==> config.mk <==
export PLATFORM = sky130hd
export DESIGN_NAME = playback_ctrl
export DESIGN_NICKNAME = d
export VERILOG_FILES = /design/src/rtl/playback_ctrl.sv
export SDC_FILE = /design/constraint.sdc
export NUM_CORES = 1
export LEC_CHECK = 0
export BUFFER_PORTS_ARGS = -buffer_cell sky130_fd_sc_hd__buf_2
export CAP_MARGIN = 20
export CORE_MARGIN = 1
export CORE_UTILIZATION = 57
export CTS_BUF_LIST = sky130_fd_sc_hd__clkbuf_8
export DETAILED_ROUTE_END_ITERATION = 10
export GPL_TIMING_DRIVEN = 0
export PLACE_DENSITY = 0.76
export SLEW_MARGIN = 20
export SYNTH_ARGS = -nofsm -noshare
export SYNTH_HDL_FRONTEND = slang
export SYNTH_SLANG_ARGS = --single-unit
==> constraint.sdc <==
create_clock -name clk_clk -period 2.6 [get_ports clk_clk]
set_input_delay 0.13 -clock clk_clk [delete_from_list [all_inputs] [get_ports clk_clk]]
set_output_delay 0.13 -clock clk_clk [all_outputs]
set_load 0.02 [all_outputs]
==> src/rtl/playback_ctrl.sv <==
`default_nettype none
// ============================================================================
//  Module      : playback_ctrl
//  Description : Playback sequencer for the audio player. It selects the
//                track (next/previous buttons), pauses and resumes, handles
//                end-of-track and requests track loads from the datapath
//                with a req/ack handshake. It also keeps the mm:ss elapsed
//                time and drives four active-low 7-segment displays.
//  Options     : PLAYBACK_AUTONEXT_EN - when defined, end of track advances
//                to the next track; otherwise playback stops on the final
//                time until the user acts.
//  Revision    : 1.0 - initial release
// ============================================================================
module playback_ctrl #(
    parameter int NUM_TRACKS      = 8,
    parameter int TRACK_W         = 3,
    parameter int CLK_HZ          = 50000000,
    parameter int DEBOUNCE_CYCLES = 1000000,
    parameter int RESTART_SEC     = 3
) (
    input  logic               clk_clk,
    input  logic               rst_export,
    input  logic               siguiente_btn_export,
    input  logic               anterior_btn_export,
    input  logic               pausa_sw_export,
    output logic               load_req,
    input  logic               load_ack,
    input  logic               track_done,
    output logic [TRACK_W-1:0] track_idx,
    output logic               play_en,
    output logic [6:0]         min1_export,
    output logic [6:0]         min2_export,
    output logic [6:0]         seg1_export,
    output logic [6:0]         seg2_export
);

    // ------------------------------------------------------------------------
    // Constants
    // ------------------------------------------------------------------------
    localparam int C_PRESC_W = (CLK_HZ > 1) ? $clog2(CLK_HZ) : 1;
    localparam int C_DB_W    = (DEBOUNCE_CYCLES > 1) ? $clog2(DEBOUNCE_CYCLES) : 1;

    localparam logic [C_PRESC_W-1:0] C_PRESC_MAX = C_PRESC_W'(CLK_HZ - 1);
    localparam logic [C_DB_W-1:0]    C_DB_MAX    = C_DB_W'(DEBOUNCE_CYCLES - 1);
    localparam logic [TRACK_W-1:0]   C_LAST_IDX  = TRACK_W'(NUM_TRACKS - 1);

    // Seconds-within-minute never reach 60, so a larger threshold is only
    // met once a minute has elapsed.
    localparam int         C_RESTART_CLAMP = (RESTART_SEC > 60) ? 60 : RESTART_SEC;
    localparam logic [6:0] C_RESTART_LIM   = 7'(C_RESTART_CLAMP);

    localparam logic [6:0] C_SEG_ZERO = 7'b1000000;

    // Bit positions inside the synchronizer vectors
    localparam int C_NXT = 0;
    localparam int C_PRV = 1;
    localparam int C_PAU = 2;

    // Sequencer states
    localparam logic [1:0] C_ST_LOAD  = 2'd0;  // load request outstanding
    localparam logic [1:0] C_ST_PLAY  = 2'd1;  // streaming, time running
    localparam logic [1:0] C_ST_PAUSE = 2'd2;  // user pause
    localparam logic [1:0] C_ST_DONE  = 2'd3;  // stopped at end of track

    // ------------------------------------------------------------------------
    // BCD digit to active-low 7-segment pattern (bit6..0 = g..a)
    // ------------------------------------------------------------------------
    function automatic logic [6:0] seg7(input logic [3:0] d);
        logic [6:0] s;
        case (d)
            4'd0:    s = 7'b1000000;
            4'd1:    s = 7'b1111001;
            4'd2:    s = 7'b0100100;
            4'd3:    s = 7'b0110000;
            4'd4:    s = 7'b0011001;
            4'd5:    s = 7'b0010010;
            4'd6:    s = 7'b0000010;
            4'd7:    s = 7'b1111000;
            4'd8:    s = 7'b0000000;
            4'd9:    s = 7'b0010000;
            default: s = 7'b1111111;
        endcase
        return s;
    endfunction

    // ------------------------------------------------------------------------
    // Signals
    // ------------------------------------------------------------------------
    logic [2:0]             sync1_q, sync2_q;
    logic                   pausa_prev_q, pausa_prev_d;

    logic [1:0][C_DB_W-1:0] db_cnt_q, db_cnt_d;
    logic [1:0]             db_lvl_q, db_lvl_d;
    logic [1:0]             btn_p_q, btn_p_d;

    logic [1:0]             state_q, state_d;
    logic [TRACK_W-1:0]     idx_q, idx_d;
    logic                   load_req_q, load_req_d;
    logic                   play_en_q, play_en_d;

    logic [C_PRESC_W-1:0]   presc_q, presc_d;
    logic [3:0]             sec_lo_q, sec_lo_d;
    logic [2:0]             sec_hi_q, sec_hi_d;
    logic [3:0]             min_lo_q, min_lo_d;
    logic [3:0]             min_hi_q, min_hi_d;

    logic [6:0]             min1_q, min1_d;
    logic [6:0]             min2_q, min2_d;
    logic [6:0]             seg1_q, seg1_d;
    logic [6:0]             seg2_q, seg2_d;

    logic                   w_nxt_p, w_prv_p;
    logic                   w_pausa;
    logic                   w_pausa_fall;
    logic                   w_restart;
    logic                   w_at_restart;
    logic [6:0]             w_sec_bin;
    logic [TRACK_W-1:0]     w_idx_inc, w_idx_dec;

    // ------------------------------------------------------------------------
    // Input synchronizers (two flops per asynchronous input); buttons idle high
    // ------------------------------------------------------------------------
    always_ff @(posedge clk_clk) begin
        if (rst_export) begin
            sync1_q <= 3'b011;
            sync2_q <= 3'b011;
        end else begin
            sync1_q <= {pausa_sw_export, anterior_btn_export, siguiente_btn_export};
            sync2_q <= sync1_q;
        end
    end

    assign w_pausa      = sync2_q[C_PAU];
    assign w_pausa_fall = pausa_prev_q & ~w_pausa;
    assign pausa_prev_d = w_pausa;

    // Debounce: a level is accepted after DEBOUNCE_CYCLES consecutive differing
    // samples; a falling debounced level produces a one-cycle press pulse.
    always_comb begin
        for (int i = 0; i < 2; i++) begin
            db_cnt_d[i] = '0;
            db_lvl_d[i] = db_lvl_q[i];
            if (sync2_q[i] != db_lvl_q[i]) begin
                if (db_cnt_q[i] == C_DB_MAX) begin
                    db_lvl_d[i] = sync2_q[i];
                end else begin
                    db_cnt_d[i] = db_cnt_q[i] + 1'b1;
                end
            end
            btn_p_d[i] = db_lvl_q[i] & ~db_lvl_d[i];
        end
    end

    // Debounce state, press pulses and pause edge history
    always_ff @(posedge clk_clk) begin
        if (rst_export) begin
            db_cnt_q     <= '0;
            db_lvl_q     <= 2'b11;
            btn_p_q      <= 2'b00;
            pausa_prev_q <= 1'b0;
        end else begin
            db_cnt_q     <= db_cnt_d;
            db_lvl_q     <= db_lvl_d;
            btn_p_q      <= btn_p_d;
            pausa_prev_q <= pausa_prev_d;
        end
    end

    assign w_nxt_p = btn_p_q[C_NXT];
    assign w_prv_p = btn_p_q[C_PRV];

    // ------------------------------------------------------------------------
    // Track index helpers and restart threshold
    // ------------------------------------------------------------------------
    assign w_idx_inc    = (idx_q == C_LAST_IDX) ? '0 : idx_q + 1'b1;
    assign w_idx_dec    = (idx_q == '0) ? C_LAST_IDX : idx_q - 1'b1;
    assign w_sec_bin    = ({4'd0, sec_hi_q} * 7'd10) + {3'd0, sec_lo_q};
    assign w_at_restart = (min_hi_q != 4'd0) || (min_lo_q != 4'd0) ||
                          (w_sec_bin >= C_RESTART_LIM);

    // ------------------------------------------------------------------------
    // Sequencer state register and registered handshake outputs
    // ------------------------------------------------------------------------
    always_ff @(posedge clk_clk) begin
        if (rst_export) begin
            state_q    <= C_ST_LOAD;
            idx_q      <= '0;
            load_req_q <= 1'b0;
            play_en_q  <= 1'b0;
        end else begin
            state_q    <= state_d;
            idx_q      <= idx_d;
            load_req_q <= load_req_d;
            play_en_q  <= play_en_d;
        end
    end

    // Next state: buttons beat end-of-track, next beats previous
    always_comb begin
        state_d   = state_q;
        idx_d     = idx_q;
        w_restart = 1'b0;
        case (state_q)
            C_ST_LOAD: begin
                if (load_ack) begin
                    state_d = w_pausa ? C_ST_PAUSE : C_ST_PLAY;
                end
            end
            default: begin
                if (w_nxt_p) begin
                    idx_d     = w_idx_inc;
                    state_d   = C_ST_LOAD;
                    w_restart = 1'b1;
                end else if (w_prv_p) begin
                    idx_d     = w_at_restart ? idx_q : w_idx_dec;
                    state_d   = C_ST_LOAD;
                    w_restart = 1'b1;
                end else if ((state_q == C_ST_PLAY) && track_done) begin
`ifdef PLAYBACK_AUTONEXT_EN
                    idx_d     = w_idx_inc;
                    state_d   = C_ST_LOAD;
                    w_restart = 1'b1;
`else
                    state_d   = C_ST_DONE;
`endif
                end else if (state_q == C_ST_DONE) begin
                    // Releasing pause after end of track replays the same track
                    if (w_pausa_fall) begin
                        state_d   = C_ST_LOAD;
                        w_restart = 1'b1;
                    end
                end else if ((state_q == C_ST_PLAY) && w_pausa) begin
                    state_d = C_ST_PAUSE;
                end else if ((state_q == C_ST_PAUSE) && !w_pausa) begin
                    state_d = C_ST_PLAY;
                end
            end
        endcase
    end

    // Outputs decoded from the next state so they align with the state register
    always_comb begin
        load_req_d = (state_d == C_ST_LOAD);
        play_en_d  = (state_d == C_ST_PLAY);
    end

    assign load_req  = load_req_q;
    assign play_en   = play_en_q;
    assign track_idx = idx_q;

    // ------------------------------------------------------------------------
    // Elapsed time: prescaler plus BCD mm:ss, running only while playing
    // ------------------------------------------------------------------------
    always_comb begin
        presc_d  = presc_q;
        sec_lo_d = sec_lo_q;
        sec_hi_d = sec_hi_q;
        min_lo_d = min_lo_q;
        min_hi_d = min_hi_q;
        if (w_restart || (state_q == C_ST_LOAD)) begin
            presc_d  = '0;
            sec_lo_d = 4'd0;
            sec_hi_d = 3'd0;
            min_lo_d = 4'd0;
            min_hi_d = 4'd0;
        end else if (state_q == C_ST_PLAY) begin
            if (presc_q == C_PRESC_MAX) begin
                presc_d = '0;
                if (sec_lo_q == 4'd9) begin
                    sec_lo_d = 4'd0;
                    if (sec_hi_q == 3'd5) begin
                        sec_hi_d = 3'd0;
                        if (min_lo_q == 4'd9) begin
                            min_lo_d = 4'd0;
                            min_hi_d = (min_hi_q == 4'd9) ? 4'd0 : min_hi_q + 4'd1;
                        end else begin
                            min_lo_d = min_lo_q + 4'd1;
                        end
                    end else begin
                        sec_hi_d = sec_hi_q + 3'd1;
                    end
                end else begin
                    sec_lo_d = sec_lo_q + 4'd1;
                end
            end else begin
                presc_d = presc_q + 1'b1;
            end
        end
    end

    // Time registers
    always_ff @(posedge clk_clk) begin
        if (rst_export) begin
            presc_q  <= '0;
            sec_lo_q <= 4'd0;
            sec_hi_q <= 3'd0;
            min_lo_q <= 4'd0;
            min_hi_q <= 4'd0;
        end else begin
            presc_q  <= presc_d;
            sec_lo_q <= sec_lo_d;
            sec_hi_q <= sec_hi_d;
            min_lo_q <= min_lo_d;
            min_hi_q <= min_hi_d;
        end
    end

    // ------------------------------------------------------------------------
    // Display decode, one register stage behind the time registers
    // ------------------------------------------------------------------------
    always_comb begin
        min1_d = seg7(min_hi_q);
        min2_d = seg7(min_lo_q);
        seg1_d = seg7({1'b0, sec_hi_q});
        seg2_d = seg7(sec_lo_q);
    end

    // Display registers
    always_ff @(posedge clk_clk) begin
        if (rst_export) begin
            min1_q <= C_SEG_ZERO;
            min2_q <= C_SEG_ZERO;
            seg1_q <= C_SEG_ZERO;
            seg2_q <= C_SEG_ZERO;
        end else begin
            min1_q <= min1_d;
            min2_q <= min2_d;
            seg1_q <= seg1_d;
            seg2_q <= seg2_d;
        end
    end

    assign min1_export = min1_q;
    assign min2_export = min2_q;
    assign seg1_export = seg1_q;
    assign seg2_export = seg2_q;

endmodule
`default_nettype wire

* After elaboration in Yosys (flattened, before gate mapping)
Memory sizes are Yosys's and may differ from the RTL's. A register that Yosys moved wholly into a read port is not among the register bits.
Index checks and enable logic that the tools add are counted.
** Word-level totals
- Bits in registers :: 99
- ROM bits :: 392
- Input bits :: 7
- Logic and storage cells :: 107
- Memories kept :: 4
** Operators by class
- Add/sub/neg operators :: 10
- Multiply operators :: 1
- Magnitude comparators :: 1
- Eq/ne operators :: 15
- Multiplexer cells :: 30
- Bitwise logic cells :: 9
- Reduce and logical (&&, ||, !) cells :: 21
** Memory list
- (name not given) :: depth 16, bits a word 7, rd ports 1, clocked after Yosys merged registers in 1, write ports 0, RTL line 70 : case (d)
- (name not given) :: depth 16, bits a word 7, rd ports 1, clocked after Yosys merged registers in 1, write ports 0, RTL line 70
- (name not given) :: depth 16, bits a word 7, rd ports 1, clocked after Yosys merged registers in 1, write ports 0, RTL line 70
- (name not given) :: depth 8, bits a word 7, rd ports 1, clocked after Yosys merged registers in 1, write ports 0, RTL line 70
** Operators with widths (number)
- adder 20 x 1 -> 20 bit (second input constant) :: 2
- equality test 20 bit (second input constant) :: 2
- adder 26 x 1 -> 26 bit (second input constant) :: 1
- equality test 26 bit (second input constant) :: 1
- 2-to-1 mux 26 bit :: 1
- 2-to-1 mux 2 bit :: 10
- 2-to-1 mux 3 bit :: 6
- adder 4 x 1 -> 4 bit (second input constant) :: 3
- equality test 4 bit (second input constant) :: 3
- 2-to-1 mux 4 bit :: 3
- 2-to-1 mux 1 bit :: 10
- nonzero test 4 bit :: 2
- adder 7 x 4 -> 7 bit :: 1
- >= comparator 7 x 2 -> 1 bit (second input constant) :: 1
- adder 3 x 1 -> 3 bit (second input constant) :: 2
- equality test 3 bit (second input constant) :: 2
- multiplier 3 x 3 -> 6 bit (second input constant) :: 1
- NOT 1 bit :: 6
- AND reduction 3 bit :: 2
- OR reduction 3 bit :: 2
- AND reduction 5 bit :: 1
- equality test 2 x 1 -> 1 bit (second input constant) :: 2
- equality test 2 bit (second input constant) :: 2
- logical NOT 2 bit :: 2
- 12 further kinds :: 19

* Longest topological paths before layout
Gate-level depths: netlist of run 1.
- Depth after elaboration :: 10
- Gate-level depth with buffers :: 8

* Worst setup path after synthesis of run 1
OpenSTA, ideal clock, no wires.
- Kind :: flip-flop to flip-flop
- From :: register sec_lo_q[1]
- To :: register idx_q[2] (netlist: track_idx[2])
- Library setup time :: 0.062 ns
- Arrival :: 2.435 ns
- Path slack :: 0.103 ns
- Cell stages (with the launch flop) :: 8
- Path buffers :: 0
- Cell sequence :: dfxtp_1 -> ha_1 -> fa_1 -> and4b_1 -> o2111ai_1 -> or4_1 -> or4_1 -> nand3_1
** On the way
- Longest elaborated chain between the ends :: 5
** Ends and longest elaborated chain
- from (decl) :: RTL line 102 : logic [3:0] sec_lo_q, sec_lo_d;
- from (signal assigned) :: RTL line 301 : sec_lo_q <= sec_lo_d;
- adder 7 x 4 -> 7 bit :: RTL line 177 : assign w_sec_bin = ({4'd0, sec_hi_q} * 7'd10) + {3'd0, sec_lo_q};
- >= comparator 7 x 2 -> 1 bit :: RTL line 179 : (w_sec_bin >= C_RESTART_LIM);
- logical OR 1 bit :: RTL line 178 : assign w_at_restart = (min_hi_q != 4'd0) || (min_lo_q != 4'd0) ||
- inequality test 2 bit (no source line)
- AND reduction 3 bit (no source line)
- to (signal assigned) :: RTL line 192 : idx_q <= idx_d;
- to (decl) :: RTL line 97 : logic [TRACK_W-1:0] idx_q, idx_d;
Every way passes these cells.
A chain may end at the register's enable or synchronous reset.

* Worst setup path in the final report of run 1
- From :: register sec_hi_q[0]
- To :: register idx_q[2] (netlist: track_idx[2])
** On the way
- Longest elaborated chain between the ends :: 6
** Ends and longest elaborated chain
- from (decl) :: RTL line 103 : logic [2:0] sec_hi_q, sec_hi_d;
- from (signal assigned) :: RTL line 302 : sec_hi_q <= sec_hi_d;
- multiplier 3 x 3 -> 6 bit :: RTL line 177
- adder 7 x 4 -> 7 bit :: RTL line 177
- >= comparator 7 x 2 -> 1 bit :: RTL line 179
- logical OR 1 bit :: RTL line 178
- inequality test 2 bit (no source line)
- AND reduction 3 bit (no source line)
Every way passes these cells.

==> metrics.txt, run 1 <==
relative contribution of the clock network to total power=0.488; number of input and output port buffers inserted=38; Gate Count Post-Synth=708; number of violations of the max-capacitance limit=0; layer with the highest usage after global routing=met2; clock transition at the registers of the reported paths=0.07 ns; cell type with the largest total area after synthesis=sky130_fd_sc_hd__dfxtp_1; Detail Route Antenna Nets=0; clock root buffer=sky130_fd_sc_hd__clkbuf_8; via density per instance=5.600; post-synthesis share of cell area spent on full adders, half adders and majority gates=0.07447; internal power consumption=3288 uW; source of the worst hold timing path=load_ack; r2r worst-path depth=7; overflow left after global routing=0; class of the most critical setup path=reg2reg; proportion of synthesized chip area in sequential cells=0.4134; CTS tree=done; clock insertion delay at the later pin of the skew report=0.44 ns; number of warnings printed during yosys synthesis=0; unrepaired setup endpoints after global routing=yes; Num CTS Buffers=17; critical path capture point type=flip-flop; most used standard cells in the synthesized netlist=127 x sky130_fd_sc_hd__dfxtp_1, 113 x sky130_fd_sc_hd__nor2_1, 47 x sky130_fd_sc_hd__nand2_1; XOR/XNOR Fraction of Synth Area=0.09400; P&R area growth vs syn=14.89%; Worst IR Drop VDD=0.5063 mV; TritonRoute pass-1 iters=8; instance count along the most critical hold path=3; dominant cell by count in the synthesized netlist=sky130_fd_sc_hd__dfxtp_1; met3 Track Usage GR=0.07607; number of flops mapped to enable cells by yosys=0; final setup violating endpoints=0; sequential share of power=0.473; share of the clock period used by the worst path=0.9810; Final Wtd Congestion=0.8755; worst flop-to-flop path startpoint=sec_hi_q[0]; slack of the worst reg-to-reg path=0.05 ns; post-layout total power=4154 uW; RR Endpoint=track_idx[2]; pwr/cell area=587.9 mW/mm^2; area fraction in compound gates after synthesis=0.08850; Worst EP arrival=2.93 ns; maximum clock rate=392.1 MHz; proportion of synthesized area in mux cells=0.01180; number of distinct standard cells referenced by the synthesized netlist=61; number of antenna violations at the first check in global routing=0; Residual DRC=1; kind of start point of the critical path=flip-flop; CTS Buffer Depth=2; measured slew at the worst slew-check pin=0.8545 ns; startpoint of the most critical setup path=sec_hi_q[0]; net count after synthesis=751; count of final hold-check violations=0; category of cells accounting for the largest share of critical-path delay=simple AND/OR/NAND/NOR gates; routed wirelength normalized by instance count=14.42 um; failing checks=design-rule violations; pin count of the biggest net entering global routing=17; Min-Delay Path Class=in2reg; relative contribution of combinational cells to total power=0.039; Site Rows=37; Yosys top cell area share=0.4134; combinational family with the most area after synthesis=simple AND/OR/NAND/NOR gates; master of the slowest instance on the critical path=sky130_fd_sc_hd__or4_4; vias in the first global route=4949; routed via count=5141; crit path buf inv count=0; longest individual stage delay on the worst path=0.53 ns; Die Y-Extent=105.9 um; predominant post-synthesis flop cell=sky130_fd_sc_hd__dfxtp_1; worst path required time=2.98 ns; proportion of synthesized flip-flops having asynchronous set or reset=0; area of the placeable core=0.01037 sq mm; Leak=0.002580 uW; final core utilization=0.6813; switching power as a share of total power=0.2084; DIE AREA=0.01121 sq mm; HPWL after detailed placement=9390 um; skew final=0.009298 ns; post-synth design cell area=0.006150 sq mm; count of antenna diodes in the layout=0; wire length after detailed routing=13240 um; number of DRC violations after detailed-routing iteration 0=318; worst slew slack as a fraction of its limit=0.4251; grt met1 use=0.3016; fraction of layout cells with a size suffix above 1=0.1445; cell types occupying the most area after synthesis=sky130_fd_sc_hd__dfxtp_1 41%, sky130_fd_sc_hd__ha_1 7.1%, sky130_fd_sc_hd__nor2_1 6.9%; CP max FO=7; register bit total from synthesis=127; clk sink count=127; dominant cell type by count on the critical path=sky130_fd_sc_hd__or4_4; Total Routing Usage GR=0.2492; min Tclk post-route=2.551 ns; simple-gate area share of the yosys netlist=0.2747; number of nets in the layout=812; Psw=865.8 uW; fraction of met2 tracks used by global routing=0.4090; Top-Level Pins=40; effective utilization at floorplan=0.5930; layout filler cell count=856; result of the run=finished, violations left; cells traversed along the worst timing path=ha_4 > fa_1 > and4b_1 > o2111ai_1 > or4_4 > or4_4 > nand3_1; count of pins over their slew limit=0; maximum level of the CTS H-tree=4; global-route wire length before repair=22340 um; die width=105.9 um; synthesized area divided by synthesized cell count=8.686 sq um; endpoint of the worst hold path=load_req
[worst max-delay path by stage]
stage	endpoint	slack, ns	cells past startpoint
after floorplan	track_idx[2]	0.10	7
after detailed placement	track_idx[0]	-0.19	7
after global placement	track_idx[0]	-0.1	7
after CTS	track_idx[2]	0.006	6
final	track_idx[2]	0.05	7
after global routing	track_idx[2]	-0.03	7
[cell usage in the layout (no fill, tap or decap), types with 7 or more instances in the layout]
cell type / Yosys / routed
sky130_fd_sc_hd__and4_1: 8 / 8
sky130_fd_sc_hd__o21ai_0: 21 / 21
sky130_fd_sc_hd__and3_1: 10 / 10
sky130_fd_sc_hd__nand4_1: 25 / 25
sky130_fd_sc_hd__or2_2: 7 / 7
sky130_fd_sc_hd__nand3_1: 37 / 37
sky130_fd_sc_hd__nand2_1: 47 / 47
sky130_fd_sc_hd__nor3_1: 14 / 13
sky130_fd_sc_hd__clkbuf_1: 15 / 15
sky130_fd_sc_hd__xnor2_1: 34 / 34
sky130_fd_sc_hd__nand2b_1: 10 / 10
sky130_fd_sc_hd__ha_1: 35 / 34
sky130_fd_sc_hd__buf_2: 8 / 46
sky130_fd_sc_hd__clkbuf_8: 1 / 20
sky130_fd_sc_hd__o31ai_1: 7 / 7
sky130_fd_sc_hd__inv_1: 31 / 32
sky130_fd_sc_hd__nor2_1: 113 / 113
sky130_fd_sc_hd__dfxtp_1: 127 / 124
sky130_fd_sc_hd__a21oi_1: 38 / 38
sky130_fd_sc_hd__xor2_1: 32 / 32
sky130_fd_sc_hd__nor2b_1: 8 / 8
[routing by layer]
metal  vias up  share of wire
met1      2435           0.46
met3        17          0.048
met2       120           0.48
met5         -              0
li1       2569              -
met4         0          0.013
[kinds of logic (layout without fill, tap and decap cells)]
logic type	after synthesis	count (layout)
AOI/OAI and AO/OA	90	90
xor gates and xnor gates	66	66
adders and majority gates	36	36
buffers and inverters	60	134
DFF	127	127
muxes	7	7
and+or+nand+nor	322	322
[tightest hold or removal path, delay by kind of cell]
kind / cells / cell delay (ns)
buffers and inverters: 1 / 0.10
AND/OR/NAND/NOR: 1 / 0.15
AO/OA/AOI/OAI: 1 / 0.07
[registers in the layout, indices dropped and copies added (netlist names), 4 cells and up]
name,flops
seg1_export,7
sec_lo_q,4
min2_export,7
seg2_export,7
presc_q,26
min1_export,7
db_cnt_q,40
min_hi_q,4
min_lo_q,4
[power groups by stage]
stage                     Combinational (uW)  Clock, uW  Sequential (uW)
after global placement                   151          0             2010
after CTS                                162       2060             1970
after detailed placement                 158          0             2010
after floorplan                          107          0             2020
after global routing                     177       2160             1970
final                                    163       2030             1970
[cell type report]
type                       instances  area [sq um]  area share
tap                              136         170.2     0.02408
clock inverter                    13         216.5     0.03064
multi-input combinational        521          3373      0.4774
inverter                          31         116.4     0.01647
sequential                       127          2551      0.3611
timing repair buffer              42         227.7     0.03223
buffer                            29         148.9     0.02107
clock buffer                      19         261.5     0.03701
[what timing repair did]
item,4_1_cts,5_1_grt
cloned,0,0
resized for setup,6,5
setup buffers,0,1
hold buffers,3,0
endpoints found under the hold margin,3,0
endpoints found under the setup margin,3,3
[stage by stage]
step           hold slack, ns  instances  worst slack (ns)   TNS, ns  instance area (sq um)
6_report              0.07404        918           0.04931         0                   7066
3_5_place_dp           0.3346        882           -0.1889   -0.4491                   6510
3_3_place_gp           0.3269        882          -0.09786   -0.1701                   6510
5_1_grt               0.03544        918          -0.02506  -0.02506                   7066
2_1_floorplan          0.2338        708            0.1031         0                   6150
4_1_cts               0.03230        917          0.005741         0                   7034
No activity file was read; power rests on OpenSTA's default activity.
==> inputs of run 2 (changes only) <==
CORE_MARGIN = 2   (was 1)
PLACE_DENSITY = 0.83   (was 0.76)
RECOVER_POWER = 50   (was not set)
==> run 2 against run 1 <==
Net effect:
- the run now ends clean
- total power fell by 11%
- sequential cell count did not move
- global-route usage fell by 0.96 points
- clock-buffer cell count rose by 3
- die area rose by 3.8%
==> metrics.txt, run 2 (synthesized netlist as in run 1, its figures left out) <==
clock insertion delay at the later pin of the skew report=0.44 ns; relative contribution of combinational cells to total power=0.043; effective utilization at floorplan=0.5904; min Tclk post-route=2.532 ns; clk sink count=127; CP max FO=7; internal power consumption=2865 uW; startpoint of the most critical setup path=sec_hi_q[0]; global-route wire length before repair=22040 um; Final Wtd Congestion=0.9143; skew final=0.008582 ns; share of the clock period used by the worst path=0.9739; most common cell after layout, fill and taps aside=sky130_fd_sc_hd__dfxtp_1; post-route non-filler standard cell count=916; CTS Buffer Depth=2; Num CTS Buffers=17; layout filler cell count=837; count of antenna diodes in the layout=0; switching power as a share of total power=0.2232; register with the most flip-flops=db_cnt_q; Total Routing Usage GR=0.2396; clock root buffer=sky130_fd_sc_hd__clkbuf_8; Placed Cells=882; registers with the most flip-flops=db_cnt_q x40, presc_q x26; maximum clock rate=394.9 MHz; P&R area growth vs syn=11.98%; class of the most critical setup path=reg2reg; Top-Level Pins=40; final core utilization=0.6611; relative contribution of the clock network to total power=0.424; Worst IR Drop VDD=0.3975 mV; worst slew slack as a fraction of its limit=0.3647; worst path required time=2.98 ns; measured slew at the worst slew-check pin=0.9443 ns; result of the run=completed; Min-Delay Path Class=in2reg; overflow left after global routing=0; number of antenna violations at the first check in global routing=0; slack of the worst reg-to-reg path=0.07 ns; most frequent cells in the layout=124 x sky130_fd_sc_hd__dfxtp_1, 113 x sky130_fd_sc_hd__nor2_1, 51 x sky130_fd_sc_hd__clkbuf_1; DIE AREA=0.01164 sq mm; wire length after detailed routing=13010 um; Worst EP arrival=2.91 ns; Site Rows=37; pwr/cell area=535.5 mW/mm^2; critical path capture point type=flip-flop; Sum Neg Setup Slack=0 ns; Leak=0.002383 uW; die width=107.9 um; unrepaired setup endpoints after global routing=yes; fraction of layout cells with a size suffix above 1=0.09231; final setup violating endpoints=0; routed via count=5206; count of final hold-check violations=0; endpoint of the worst setup timing path=track_idx[2]; clock transition at the registers of the reported paths=0.07 ns; sequential share of power=0.533; maximum level of the CTS H-tree=4; routed wirelength normalized by instance count=14.20 um; number of violations of the max-capacitance limit=0; r2r worst-path depth=7; count of pins over their slew limit=0; kind of start point of the critical path=flip-flop; number of DRC violations after detailed-routing iteration 0=315; vias in the first global route=4983; CTS tree=done; post-layout total power=3687 uW; pin count of the biggest net entering global routing=17; via density per instance=5.683; Psw=822.9 uW; RR Endpoint=track_idx[2]; area of the placeable core=0.01042 sq mm; Residual DRC=0; TritonRoute pass-1 iters=6; worst flop-to-flop path startpoint=sec_hi_q[0]; max reg flops=40; Detail Route Antenna Nets=0; HPWL after detailed placement=9454 um; number of input and output port buffers inserted=38; Die Y-Extent=107.9 um; number of nets in the layout=812
-- run 2: power by group through the flow --
stage / logic, uW / registers [uW] / clock network, uW
after floorplan: 107 / 2020 / 0
after global placement: 151 / 2010 / 0
after detailed placement: 157 / 2010 / 0
after CTS: 161 / 1970 / 1600
after global routing: 172 / 1970 / 1700
final: 157 / 1970 / 1560
-- run 2: worst min path at each step --
stage | startpoint | to | slack [ns] | cells after the start
final | load_ack | load_req | 0.06 | 3
after global placement | siguiente_btn_export | sync1_q[0] | 0.32 | 2
after global routing | load_ack | load_req | 0.06 | 3
after CTS | load_ack | load_req | 0.01 | 3
after floorplan | siguiente_btn_export | sync1_q[0] | 0.23 | 1
after detailed placement | siguiente_btn_export | sync1_q[0] | 0.34 | 2
-- run 2: worst max-delay path, stage by stage (launching register included) --
cell and delay (ns):
sky130_fd_sc_hd__dfxtp_4 0.38, sky130_fd_sc_hd__ha_1 0.34, sky130_fd_sc_hd__ha_1 0.37, sky130_fd_sc_hd__a21oi_1 0.17, sky130_fd_sc_hd__a21oi_1 0.08, sky130_fd_sc_hd__or4_4 0.56
sky130_fd_sc_hd__or4_1 0.47, sky130_fd_sc_hd__nand3_1 0.09
-- run 2: stage by stage --
step / area, sq um / setup slack [ns] / hold WS, ns
after floorplan: 6150 / 0.1031 / 0.2338
after global placement: 6510 / -0.08712 / 0.3235
after detailed placement: 6510 / -0.2303 / 0.3354
after CTS: 6922 / 0.01229 / 0.01343
after global routing: 6887 / -0.06448 / 0.05923
final: 6887 / 0.06787 / 0.05679
-- run 2: what timing repair did --
action,CTS,global route
setup buffers,0,1
gates resized for setup,5,5
cloned,0,0
endpoints found under the setup margin,3,4
hold buffers,3,0
endpoints found under the hold margin,3,0
-- run 2: cell type report --
cell class,instances,area [sq um],area share
buffer,29,130.1,0.01890
clock buffer,22,302.8,0.04397
clock inverter,8,65.06,0.009448
inverter,31,116.4,0.01690
multi-input combinational,521,3364,0.4886
sequential,127,2551,0.3705
tap,136,170.2,0.02471
timing repair buffer,42,186.4,0.02707
-- run 2: metal layers --
metal	GRT usage	vias up	wire (um)
li1	-	2566	-
met3	0.07324	30	609
met4	0.1081	0	293
met5	0	-	0
met1	0.2876	2478	5780
met2	0.3935	132	6327
==> inputs of run 3 (changes only) <==
==> constraint.sdc (replaced) <==
create_clock -name clk_clk -period 2.6 [get_ports clk_clk]
set_input_delay 0.65 -clock clk_clk [delete_from_list [all_inputs] [get_ports clk_clk]]
set_output_delay 0.65 -clock clk_clk [all_outputs]
set_load 0.02 [all_outputs]
==> run 3 against run 2 <==
Net effect:
- cell count shrank 0.33%
- register-to-register slack hardly changed
- routed wire length fell by 0.36%
- utilization shrank 0.29 points
- clock-buffer cell count stayed put
- via count decreased by 0.48%
- critical path depth unchanged
- first-iteration DRC count up 4.1%
- largest cell class unchanged
==> metrics.txt, run 3 (synthesized netlist as in run 1, its figures left out) <==
number of antenna violations at the first check in global routing=0; most common cell after layout, fill and taps aside=sky130_fd_sc_hd__dfxtp_1; most frequent cells in the layout=124 x sky130_fd_sc_hd__dfxtp_1, 113 x sky130_fd_sc_hd__nor2_1, 51 x sky130_fd_sc_hd__clkbuf_1; worst path required time=2.98 ns; routed wirelength normalized by instance count=14.20 um; DIE AREA=0.01164 sq mm; effective utilization at floorplan=0.5904; class of the most critical setup path=reg2reg; final setup violating endpoints=0; number of violations of the max-capacitance limit=0; HPWL after detailed placement=9454 um; final instance area=0.006857 sq mm; CTS Buffer Depth=2; Die Y-Extent=107.9 um; measured slew at the worst slew-check pin=0.9369 ns; wire length after detailed routing=12960 um; maximum level of the CTS H-tree=4; Num CTS Buffers=17; final core utilization=0.6583; unrepaired setup endpoints after global routing=yes; Site Rows=37; max reg flops=40; worst slew slack as a fraction of its limit=0.3696; Final Wtd Congestion=0.9143; number of input and output port buffers inserted=38; cell area reported after detailed placement=0.006510 sq mm; r2r worst-path depth=7; via density per instance=5.675; fraction of layout cells with a size suffix above 1=0.09266; CP max FO=7; count of antenna diodes in the layout=0; kind of start point of the critical path=flip-flop; vias in the first global route=4974; pwr/cell area=537.3 mW/mm^2; number of DRC violations after detailed-routing iteration 0=328; result of the run=completed; count of pins over their slew limit=0; Residual DRC=0; Setup WS post-layout=0.07208 ns; layout filler cell count=837; clock root buffer=sky130_fd_sc_hd__clkbuf_8; Leak=0.002371 uW; Top-Level Pins=40; instance count along the most critical hold path=2; Worst EP arrival=2.91 ns; post-layout total power=3684 uW; clock transition at the registers of the reported paths=0.07 ns; overflow left after global routing=0; skew final=0.008079 ns; min Tclk post-route=2.528 ns; count of final hold-check violations=0; register with the most flip-flops=db_cnt_q; area of the placeable core=0.01042 sq mm; number of nets in the layout=809; share of the clock period used by the worst path=0.9723; CTS tree=done; P&R area growth vs syn=11.50%; clock insertion delay at the later pin of the skew report=0.44 ns; Min-Delay Path Class=in2reg; routed via count=5181; TritonRoute pass-1 iters=6; Detail Route Antenna Nets=0; pin count of the biggest net entering global routing=17; maximum clock rate=395.6 MHz; die width=107.9 um; Worst IR Drop VDD=0.3976 mV; critical path capture point type=flip-flop; clk sink count=127; Total Routing Usage GR=0.2394; placement-stage worst setup slack=-0.2303 ns; Sum Neg Setup Slack=0 ns; registers with the most flip-flops=db_cnt_q x40, presc_q x26; global-route wire length before repair=22010 um
-- run 3: critical path, stage by stage, from the launching register on --
cell	delay (ns)
sky130_fd_sc_hd__dfxtp_4	0.38
sky130_fd_sc_hd__ha_1	0.34
sky130_fd_sc_hd__ha_1	0.37
sky130_fd_sc_hd__a21oi_1	0.17
sky130_fd_sc_hd__a21oi_1	0.08
sky130_fd_sc_hd__or4_4	0.56
sky130_fd_sc_hd__or4_1	0.47
sky130_fd_sc_hd__nand3_1	0.09
-- run 3: worst paths after layout --
path                                            from  slack [ns]            to
worst max-delay path                     sec_hi_q[0]        0.07  track_idx[2]
worst min-delay path            siguiente_btn_export        0.41    sync1_q[0]
worst max register to register           sec_hi_q[0]        0.07  track_idx[2]
worst min register to register            sync1_q[0]        0.42    sync2_q[0]
-- run 3: timing repair --
item | in CTS | in global routing
hold buffers | 0 | 0
endpoints found under the hold margin | 0 | 0
buffers inserted | 0 | 1
endpoints found under the setup margin | 3 | 4
resized for setup | 5 | 5
cloned | 0 | 0
-- run 3: per-layer routing --
metal  vias to the layer above  GRT usage  wire length (um)
met5                         -          0                 0
met4                         0     0.1081               282
met3                        30    0.07385               591
met2                       123     0.3926              6334
met1                      2469     0.2872              5753
li1                       2559          -                 -
-- run 3: metrics by stage --
stage | cells | hold WS, ns
floorplan | 708 | 0.3895
global placement | 882 | 0.4009
detailed placement | 882 | 0.3986
CTS | 912 | 0.3821
global route | 913 | 0.3745
finish | 913 | 0.4110
-- run 3: report_power, final --
part / switching, uW / total [uW] / leakage (uW) / internal [uW]
logic: 109 / 154 / 0.00114 / 45.5
registers: 6.90 / 1970 / 0.00103 / 1960
clock network: 707 / 1560 / 0.000199 / 857
-- run 3: cell type report --
class                   count  area (sq um)  area share
flip-flops and latches    127          2551      0.3721
well taps                 136         170.2     0.02482
repair buffers             39         156.4     0.02281
plain buffers              29         130.1     0.01898
multi-input cells         521          3364      0.4907
inverters                  31         116.4     0.01697
clock buffers              22         302.8     0.04416
clock inverters             8         65.06    0.009489
